## src/rtl/mips_pkg.sv

```systemverilog
// Shared LSU definitions: FSM states, access-size codes and the RAM address limit.
package mips_pkg;

  typedef enum logic [2:0] {
    ST_IDLE,
    ST_READ,
    ST_RMW,
    ST_WRITE,
    ST_DONE
  } lsu_state_e;

  typedef enum logic [1:0] {
    SZ_BYTE = 2'b00,
    SZ_HALF = 2'b01,
    SZ_WORD = 2'b10,
    SZ_RSVD = 2'b11
  } lsu_size_e;

  // First byte address past the 256-word RAM.
  localparam logic [31:0] ADDR_LIMIT = 32'h0000_0400;

  function automatic logic lsu_access_err(input logic [1:0] size, input logic [31:0] addr);
    logic bad;
    bad = (size == SZ_RSVD) || (addr >= ADDR_LIMIT);
    if (size == SZ_HALF && addr[0]) bad = 1'b1;
    if (size == SZ_WORD && addr[1:0] != 2'b00) bad = 1'b1;
    return bad;
  endfunction

endpackage

```

## src/rtl/lsu_lane.sv

```systemverilog
// Little-endian lane extraction/extension for loads and lane merge for sub-word stores.
module lsu_lane
  import mips_pkg::*;
(
  input  logic [1:0]  size,
  input  logic        sign_ext,
  input  logic [1:0]  offset,
  input  logic [31:0] ram_word,
  input  logic [31:0] store_data,
  output logic [31:0] load_data,
  output logic [31:0] merged_word
);

  logic [4:0]  sh;
  logic [31:0] shifted;
  logic [31:0] lane_mask;
  logic [31:0] lane_data;

  always_comb begin
    sh          = {offset, 3'b000};
    shifted     = ram_word >> sh;
    load_data   = ram_word;
    lane_mask   = '0;
    lane_data   = '0;
    merged_word = store_data;
    case (size)
      SZ_BYTE: begin
        load_data   = {{24{sign_ext & shifted[7]}}, shifted[7:0]};
        lane_mask   = 32'h0000_00FF << sh;
        lane_data   = {24'h0, store_data[7:0]} << sh;
        merged_word = (ram_word & ~lane_mask) | lane_data;
      end
      SZ_HALF: begin
        load_data   = {{16{sign_ext & shifted[15]}}, shifted[15:0]};
        lane_mask   = 32'h0000_FFFF << sh;
        lane_data   = {16'h0, store_data[15:0]} << sh;
        merged_word = (ram_word & ~lane_mask) | lane_data;
      end
      default: begin
        load_data   = ram_word;
        merged_word = store_data;
      end
    endcase
  end

endmodule

```

## src/rtl/mips_lsu.sv

```systemverilog
// Load/store unit driving a 256-word RAM with combinational read and synchronous write.
module mips_lsu
  import mips_pkg::*;
#(
  parameter int DATA_WIDTH = 32,
  parameter int ADDR_WIDTH = 8
) (
  input  logic                  i_clk,
  input  logic                  i_rst_n,
  input  logic                  i_req,
  input  logic                  i_we,
  input  logic [1:0]            i_size,
  input  logic                  i_signed,
  input  logic [31:0]           i_addr,
  input  logic [31:0]           i_wdata,
  output logic                  o_ready,
  output logic                  o_done,
  output logic                  o_err,
  output logic [31:0]           o_rdata,
  output logic [ADDR_WIDTH-1:0] o_ram_addr,
  output logic [DATA_WIDTH-1:0] o_ram_data,
  output logic                  o_ram_we,
  input  logic [DATA_WIDTH-1:0] i_ramdata
);

  lsu_state_e            state_q, state_d;
  logic                  we_q, we_d;
  logic [1:0]            size_q, size_d;
  logic                  signed_q, signed_d;
  logic [1:0]            off_q, off_d;
  logic [31:0]           wdata_q, wdata_d;
  logic                  err_q, err_d;
  logic [31:0]           rdata_q, rdata_d;
  logic [ADDR_WIDTH-1:0] ram_addr_q, ram_addr_d;
  logic [DATA_WIDTH-1:0] ram_data_q, ram_data_d;
  logic [31:0]           lane_load;
  logic [31:0]           lane_merge;
  logic                  access_err;

  lsu_lane u_lane (
    .size        (size_q),
    .sign_ext    (signed_q),
    .offset      (off_q),
    .ram_word    (i_ramdata),
    .store_data  (wdata_q),
    .load_data   (lane_load),
    .merged_word (lane_merge)
  );

  always_comb begin
    state_d    = state_q;
    we_d       = we_q;
    size_d     = size_q;
    signed_d   = signed_q;
    off_d      = off_q;
    wdata_d    = wdata_q;
    err_d      = err_q;
    rdata_d    = rdata_q;
    ram_addr_d = ram_addr_q;
    ram_data_d = ram_data_q;
    access_err = lsu_access_err(i_size, i_addr);
    case (state_q)
      ST_IDLE: begin
        if (i_req) begin
          we_d       = i_we;
          size_d     = i_size;
          signed_d   = i_signed;
          off_d      = i_addr[1:0];
          wdata_d    = i_wdata;
          err_d      = access_err;
          ram_addr_d = i_addr[ADDR_WIDTH+1:2];
          if (access_err) begin
            state_d = ST_DONE;
          end else if (!i_we) begin
            state_d = ST_READ;
          end else if (i_size == SZ_WORD) begin
            // Word stores skip the merge, so the write data is staged here.
            ram_data_d = i_wdata;
            state_d    = ST_WRITE;
          end else begin
            state_d = ST_RMW;
          end
        end
      end
      ST_READ: begin
        rdata_d = lane_load;
        state_d = ST_DONE;
      end
      ST_RMW: begin
        ram_data_d = lane_merge;
        state_d    = ST_WRITE;
      end
      ST_WRITE: state_d = ST_DONE;
      ST_DONE:  state_d = ST_IDLE;
      default:  state_d = ST_IDLE;
    endcase
  end

  always_ff @(posedge i_clk or negedge i_rst_n) begin
    if (!i_rst_n) begin
      state_q    <= ST_IDLE;
      we_q       <= 1'b0;
      size_q     <= '0;
      signed_q   <= 1'b0;
      off_q      <= '0;
      wdata_q    <= '0;
      err_q      <= 1'b0;
      rdata_q    <= '0;
      ram_addr_q <= '0;
      ram_data_q <= '0;
    end else begin
      state_q    <= state_d;
      we_q       <= we_d;
      size_q     <= size_d;
      signed_q   <= signed_d;
      off_q      <= off_d;
      wdata_q    <= wdata_d;
      err_q      <= err_d;
      rdata_q    <= rdata_d;
      ram_addr_q <= ram_addr_d;
      ram_data_q <= ram_data_d;
    end
  end

  assign o_ready    = (state_q == ST_IDLE);
  assign o_done     = (state_q == ST_DONE);
  assign o_err      = (state_q == ST_DONE) && err_q;
  assign o_ram_we   = (state_q == ST_WRITE);
  assign o_rdata    = rdata_q;
  assign o_ram_addr = ram_addr_q;
  assign o_ram_data = ram_data_q;

endmodule

```

## config.mk

```make
export PLATFORM = sky130hd
export DESIGN_NAME = mips_lsu
export DESIGN_NICKNAME = d
export VERILOG_FILES = /design/src/rtl/mips_pkg.sv /design/src/rtl/lsu_lane.sv /design/src/rtl/mips_lsu.sv
export SDC_FILE = /design/constraint.sdc
export NUM_CORES = 1
export LEC_CHECK = 0
export CAP_MARGIN = 40
export CORE_MARGIN = 2
export CORE_UTILIZATION = 47
export CTS_CLUSTER_DIAMETER = 100
export DETAILED_ROUTE_END_ITERATION = 10
export GPL_TIMING_DRIVEN = 0
export MAX_ROUTING_LAYER = met4
export PLACE_DENSITY_LB_ADDON = 0.2
export SYNTH_ARGS = -nofsm -noshare
export SYNTH_HDL_FRONTEND = slang
export SYNTH_SLANG_ARGS = --single-unit
```

## constraint.sdc

```tcl
create_clock -name i_clk -period 2.3 [get_ports i_clk]
set_clock_uncertainty 0.05 [all_clocks]
set_input_delay 0.575 -clock i_clk [delete_from_list [all_inputs] [get_ports i_clk]]
set_output_delay 0.575 -clock i_clk [all_outputs]
set_load 0.02 [all_outputs]
```

==> results of run 1 <==
[area by class of cell]
| type | count | area share, % |
|---|---|---|
| Sequential cell | 113 | 30.87 |
| Timing Repair Buffer | 190 | 20.56 |
| Tap cell | 176 | 2.404 |
| Clock buffer | 22 | 5.068 |
| Multi-Input combinational cell | 463 | 35.79 |
| Inverter | 32 | 1.352 |
| Buffer | 49 | 2.746 |
| Clock inverter | 10 | 1.202 |
[power groups by stage]
| stage | clock (mW) | combinational (mW) | sequential [mW] |
|---|---|---|---|
| floorplan | 0 | 0.702 | 2.25 |
| global placement | 0 | 1.29 | 2.27 |
| detailed placement | 0 | 1.31 | 2.28 |
| CTS | 2.57 | 1.39 | 2.25 |
| global route | 2.69 | 1.56 | 2.26 |
| finish | 2.55 | 1.46 | 2.25 |
[cell families after synthesis]
family	share of synthesized area, %
adder cells (fa/ha/maj)	0.7967
flip-flops	45.01
AND/OR/NAND/NOR	13.13
buffers and inverters	5.617
AO/OA/AOI/OAI	20.55
multiplexers	14.90
[worst max path at each step]
stage,from,endpoint,slack [ns],depth (start not counted)
after floorplan,off_q[1],o_ram_data[23],0.24,9
after global placement,i_rst_n,o_ram_data[17],-3.42,1
after detailed placement,i_size[0],o_ram_data[5],-0.61,7
after CTS,state_q[2],o_ram_data[8],0.005,7
after global routing,i_addr[23],o_ram_data[3],-0.02,7
final,state_q[2],o_err,0.05,4
[worst max-delay path, cell delays in order, from the launching register on]
cell and delay, ns:
dfrtp_1 0.35, buf_4 0.19, nor3b_4 0.24, and2_1 0.16, clkdlybuf4s15_2 0.26
[per-stage QoR]
stage          hold slack (ns)  area [um^2]  instances   TNS, ns
2_1_floorplan           0.2294         6282        657         0
3_3_place_gp            0.4172         8284       1011   -433.27
6_report                0.1579         9159       1055         0
3_5_place_dp            0.4298         8332       1017    -32.49
4_1_cts                 0.1792         9024       1050         0
5_1_grt                 0.2120         9159       1055  -0.07950
[cell usage in the layout (no fill, tap or decap), types with 9 or more instances in the layout]
master and count:
a21oi_1 51, a22o_1 14, a22oi_1 16, buf_2 14, buf_4 14, clkbuf_1 24
clkbuf_16 17, clkdlybuf4s50_1 172, dfrtp_1 113, inv_1 30, mux2_2 45, mux2i_1 35
nand2_1 88, nand2b_1 10, nor2_1 52, nor2b_1 9, o21ai_0 22, o22ai_1 17
[registers in the layout (all words and copies together), names as in the netlist]
name        cells
signed_q        1
o_ram_data     32
size_q          2
off_q           2
o_rdata        32
state_q         3
o_ram_addr      8
wdata_q        32
err_q           1
[repair_timing]
action                                  4_1_cts  5_1_grt
gates resized for setup                      34       29
endpoints found under the setup margin       34       49
gates cloned                                  0        0
setup buffers                                 1        5
pin swaps                                     3        3
[per-layer routing]
metal  routed length (um)  vias to the layer above  global-route usage [%]
li1                     -                     2816                       -
met1                 9772                     3038                   42.82
met2                10880                      313                   52.04
met3                 1470                       48                   5.989
met4                  646                        0                   13.75
met5                    0                        -                       -
==> metrics, run 1 <==
PwrDens=683.3 nW/um^2; worst vdd ir=0.5186 mV; die span in x=~120 um; CTS tree=yes; Die H=119.6 um; clk_lat worst skew=between 0.4 and 0.5 ns; Hold Vio Cnt, Final=0; layout cell share with drive strength beyond 1=around 17%; Mapped Cells=about 660; flop-to-flop setup slack=around 0.090 ns; Data required, critical path=1.67 ns; largest area contributor in the netlist=dfrtp_1; P_sw=1.866 mW; Core Area=13140 um^2; sequential share of power=between 30% and 40%; H-tree depth=4; Worst Setup Start Kind=flop; power share of the clock group=between 40% and 50%; Pre-antenna DRT Iters=8; Synth top area share=45.01%; max-slew violation count=0; Worst Reg-to-Reg Cells=7; reg2reg start=off_q[0]; CP max FO=10; Util after Layout=69.71%; hold-fix buffer count after cts=0; Worst Tran Pin Value=0.8136 ns; Synth top cells by count=dfrtp_1 (113), nand2_1 (88), nor2_1 (52), a21oi_1 (51), mux2_2 (45); most common cell in the synthesized netlist=dfrtp_1; switch share=slightly below 30%; GPL Wtd Cong=1.001; Post-route DRC=0; Main synth FF type=dfrtp_1; Pleak=4.044 nW; crit path time final=about 2.2 ns; top cells by area, synth=dfrtp_1 (45%), mux2_2 (8.1%), mux2i_1 (5.6%); status=finished clean; Synth warnings=0; Nets=between 900 and 1000; Synth Register Bits=113; Die ar.=14310 um^2; Max Cap Viol=0; Hold Crit Class=in2async; multi-input logic area=3278 um^2; # IOs=179; total wire length=22.77 mm; Worst EP arrival=1.62 ns; Seq. cell area=2828 um^2; vias in the first global route=6243; period utilization=97.61%; post-place setup slack=-0.6104 ns; Via density=5.891; Post-synth EDFFs=0; fmax=445.4 MHz; Avg Synthesized Cell Area=9.562 um^2; R2R Path End=o_ram_data[26]; asr flop ratio synth=100.0%; syn nets=~760; initial antenna violation count=0; Initial DRC Count=~570; total CTS buffers=17; Layout fillers=between 900 and 1000; Initial Utilization=a little under half; RSZ-0062 raised after global routing=yes; grt ovf=0; relative slew slack=45.76%; ant diodes=0; Detail Placement HPWL=roughly 17 mm; Cell Area, Synth=6282 um^2; clk root buf=clkbuf_16; sequential cell area fraction in the yosys report=45.01%; Max Buffers Root-to-Sink=2; DR vias=6215; post-route ant nets=0; largest net degree at the start of global routing=59; Row Count=42; layout-stage area growth over the synthesis result=45.79%; synth unique cells=between 40 and 50; Crit Path Class=reg2out; total power=around 6.3 mW; final setup fails=0; Routed WL per cell=21.58 um; Comb power frac=23.3%; Internal=between 4 and 5 mW; PnR worst setup slack=between 0.05 and 0.06 ns; GR Util All Layers=33.21%; # clock sinks=113; Setup crit end kind=primary output; first-pass GRT wire length=around 35 mm; clock transition at the registers of the reported paths=0.05 ns; # port buffers=roughly 180
(Power assumes the default switching activity.)
==> run 2: changes to the inputs <==
--- a/config.mk
+++ b/config.mk
@@ -11,7 +11,6 @@
 export CTS_CLUSTER_DIAMETER = 100
 export DETAILED_ROUTE_END_ITERATION = 10
 export GPL_TIMING_DRIVEN = 0
-export MAX_ROUTING_LAYER = met4
 export PLACE_DENSITY_LB_ADDON = 0.2
 export SYNTH_ARGS = -nofsm -noshare
 export SYNTH_HDL_FRONTEND = slang
==> metrics, run 2 (same netlist as run 1, synthesis figures left out) <==
met1 wire length=about 9.9 mm; Die H=119.6 um; Crit Path Class=in2reg; layout-stage area growth over the synthesis result=44.35%; layout cell share with drive strength beyond 1=15.51%; hold-fix buffer count after cts=0; Hold Vio Cnt, Final=0; crit path time final=approximately 2.3 ns; GPL Wtd Cong=0.9705; Setup crit end kind=flop; multi-input logic area=3191 um^2; Max Cap Viol=0; Row Count=42; sequential share of power=36.4%; Initial Utilization=between 40% and 50%; CTS tree=yes; # port buffers=178; clk_lat worst skew=0.42 ns; initial antenna violation count=0; status=finished clean; total wire length=roughly 23 mm; total CTS buffers=17; Internal=about 4.3 mW; first-pass GRT wire length=between 30 and 40 mm; PwrDens=about 700 nW/um^2; worst vdd ir=0.4095 mV; P_sw=~1.9 mW; Comb power frac=22.9%; power share of the clock group=40.7%; Die ar.=about 14000 um^2; Worst EP arrival=about 2.5 ns; Max Buffers Root-to-Sink=2; max-slew violation count=0; metal2 WL=about 11 mm; # IOs=179; relative slew slack=48.66%; total power=about 6.2 mW; grt ovf=0; Seq. cell area=between 2000 and 3000 um^2; Util after Layout=69.03%; Via density=5.901; Hold Crit Class=in2async; Core Area=13140 um^2; Worst Setup Start Kind=input pin; clock transition at the registers of the reported paths=0.06 ns; period utilization=98.66%; switch share=30.47%; most common cell after layout, fill and taps aside=clkdlybuf4s50_1; vias in the first global route=~6300; routed wl met3=approximately 1.6 mm; fmax=440.7 MHz; Initial DRC Count=563; clk root buf=clkbuf_16; final setup fails=0; Pleak=4.021 nW; # clock sinks=113; GR Util All Layers=approximately 32%; die span in x=119.6 um; most frequent cells in the layout=clkdlybuf4s50_1 (172), dfrtp_1 (112), nand2_1 (87); DR vias=6214; post-route ant nets=0; Worst Tran Pin Value=around 0.76 ns; Layout fillers=1027; H-tree depth=4; Nets=971; Pre-antenna DRT Iters=5; Routed WL per cell=21.70 um; Post-route DRC=0; CP max FO=10; uppermost layer routed=met4; Data required, critical path=2.55 ns; ant diodes=0; largest net degree at the start of global routing=60; Detail Placement HPWL=between 15 and 20 mm
==> run 2: changes by cell type in the layout (fill, tap and decap cells not counted), sizes merged <==
| cell | before | now |
|---|---|---|
| buf | 36 | 31 |
| bufinv | 2 | 1 |
| clkbuf | 49 | 51 |
| clkdlybuf4s15 | 1 | 0 |
| clkinv | 4 | 5 |
| inv | 31 | 33 |
==> run 2: path summary, 6_finish.rpt <==
kind / end / depth (start not counted) / slack [ns] / startpoint
worst max-delay path: o_ram_data[3] / 8 / 0.03 / i_addr[25]
worst min register to register: o_rdata[6] / 2 / 0.44 / o_rdata[6]
min in group i_clk: o_rdata[6] / 2 / 0.44 / o_rdata[6]
max in group asynchronous: wdata_q[16] / 2 / 1.30 / i_rst_n
worst min-delay path: state_q[0] / 1 / 0.16 / i_rst_n
worst max register to register: o_ram_data[15] / 7 / 0.05 / off_q[1]
==> run 2: power groups by stage <==
stage / registers, mW / logic (mW) / clock network, mW
after floorplan: 2.25 / 0.702 / 0
after global placement: 2.27 / 1.28 / 0
after detailed placement: 2.28 / 1.31 / 0
after CTS: 2.25 / 1.35 / 2.52
after global routing: 2.26 / 1.51 / 2.63
final: 2.25 / 1.41 / 2.52
==> run 2: area by class of cell <==
cell class              count  area share, %
inverters                  32          1.352
well taps                 176          2.428
multi-input cells         463          35.18
repair buffers            188          20.67
flip-flops and latches    113          31.19
clock inverters            12          1.200
clock buffers              20          5.146
plain buffers              49          2.828
==> run 2: stage by stage <==
step                TNS (ns)  hold WS (ns)  area, um^2  setup slack [ns]  instances
finish                     0        0.1575        9069           0.03078       1053
global route         -0.1925        0.2349        9069          -0.05286       1053
CTS                        0        0.1932        8954          0.008300       1049
detailed placement    -34.02        0.4262        8332           -0.5979       1017
global placement     -436.44        0.4174        8284            -3.458       1011
floorplan                  0        0.2294        6282            0.2445        657
==> run 2: repair_timing <==
action	4_1_cts	5_1_grt
setup endpoints to repair	37	44
setup buffers	0	4
resized for setup	23	29
pin swaps	1	5
==> run 2: worst max-delay path, cell delays in order <==
cell,delay [ns]
clkdlybuf4s50_1,0.39
nor2_1,0.25
nand2_1,0.13
nor4_2,0.33
a31oi_4,0.15
buf_12,0.17
buf_4,0.18
mux2_1,0.32
==> run 2: metal layers <==
metal / GRT usage, % / vias to the layer above
met3: 6.179 / 28
met5: 0 / -
met4: 10.07 / 0
li1: - / 2813
met2: 52.57 / 285
met1: 43.84 / 3088
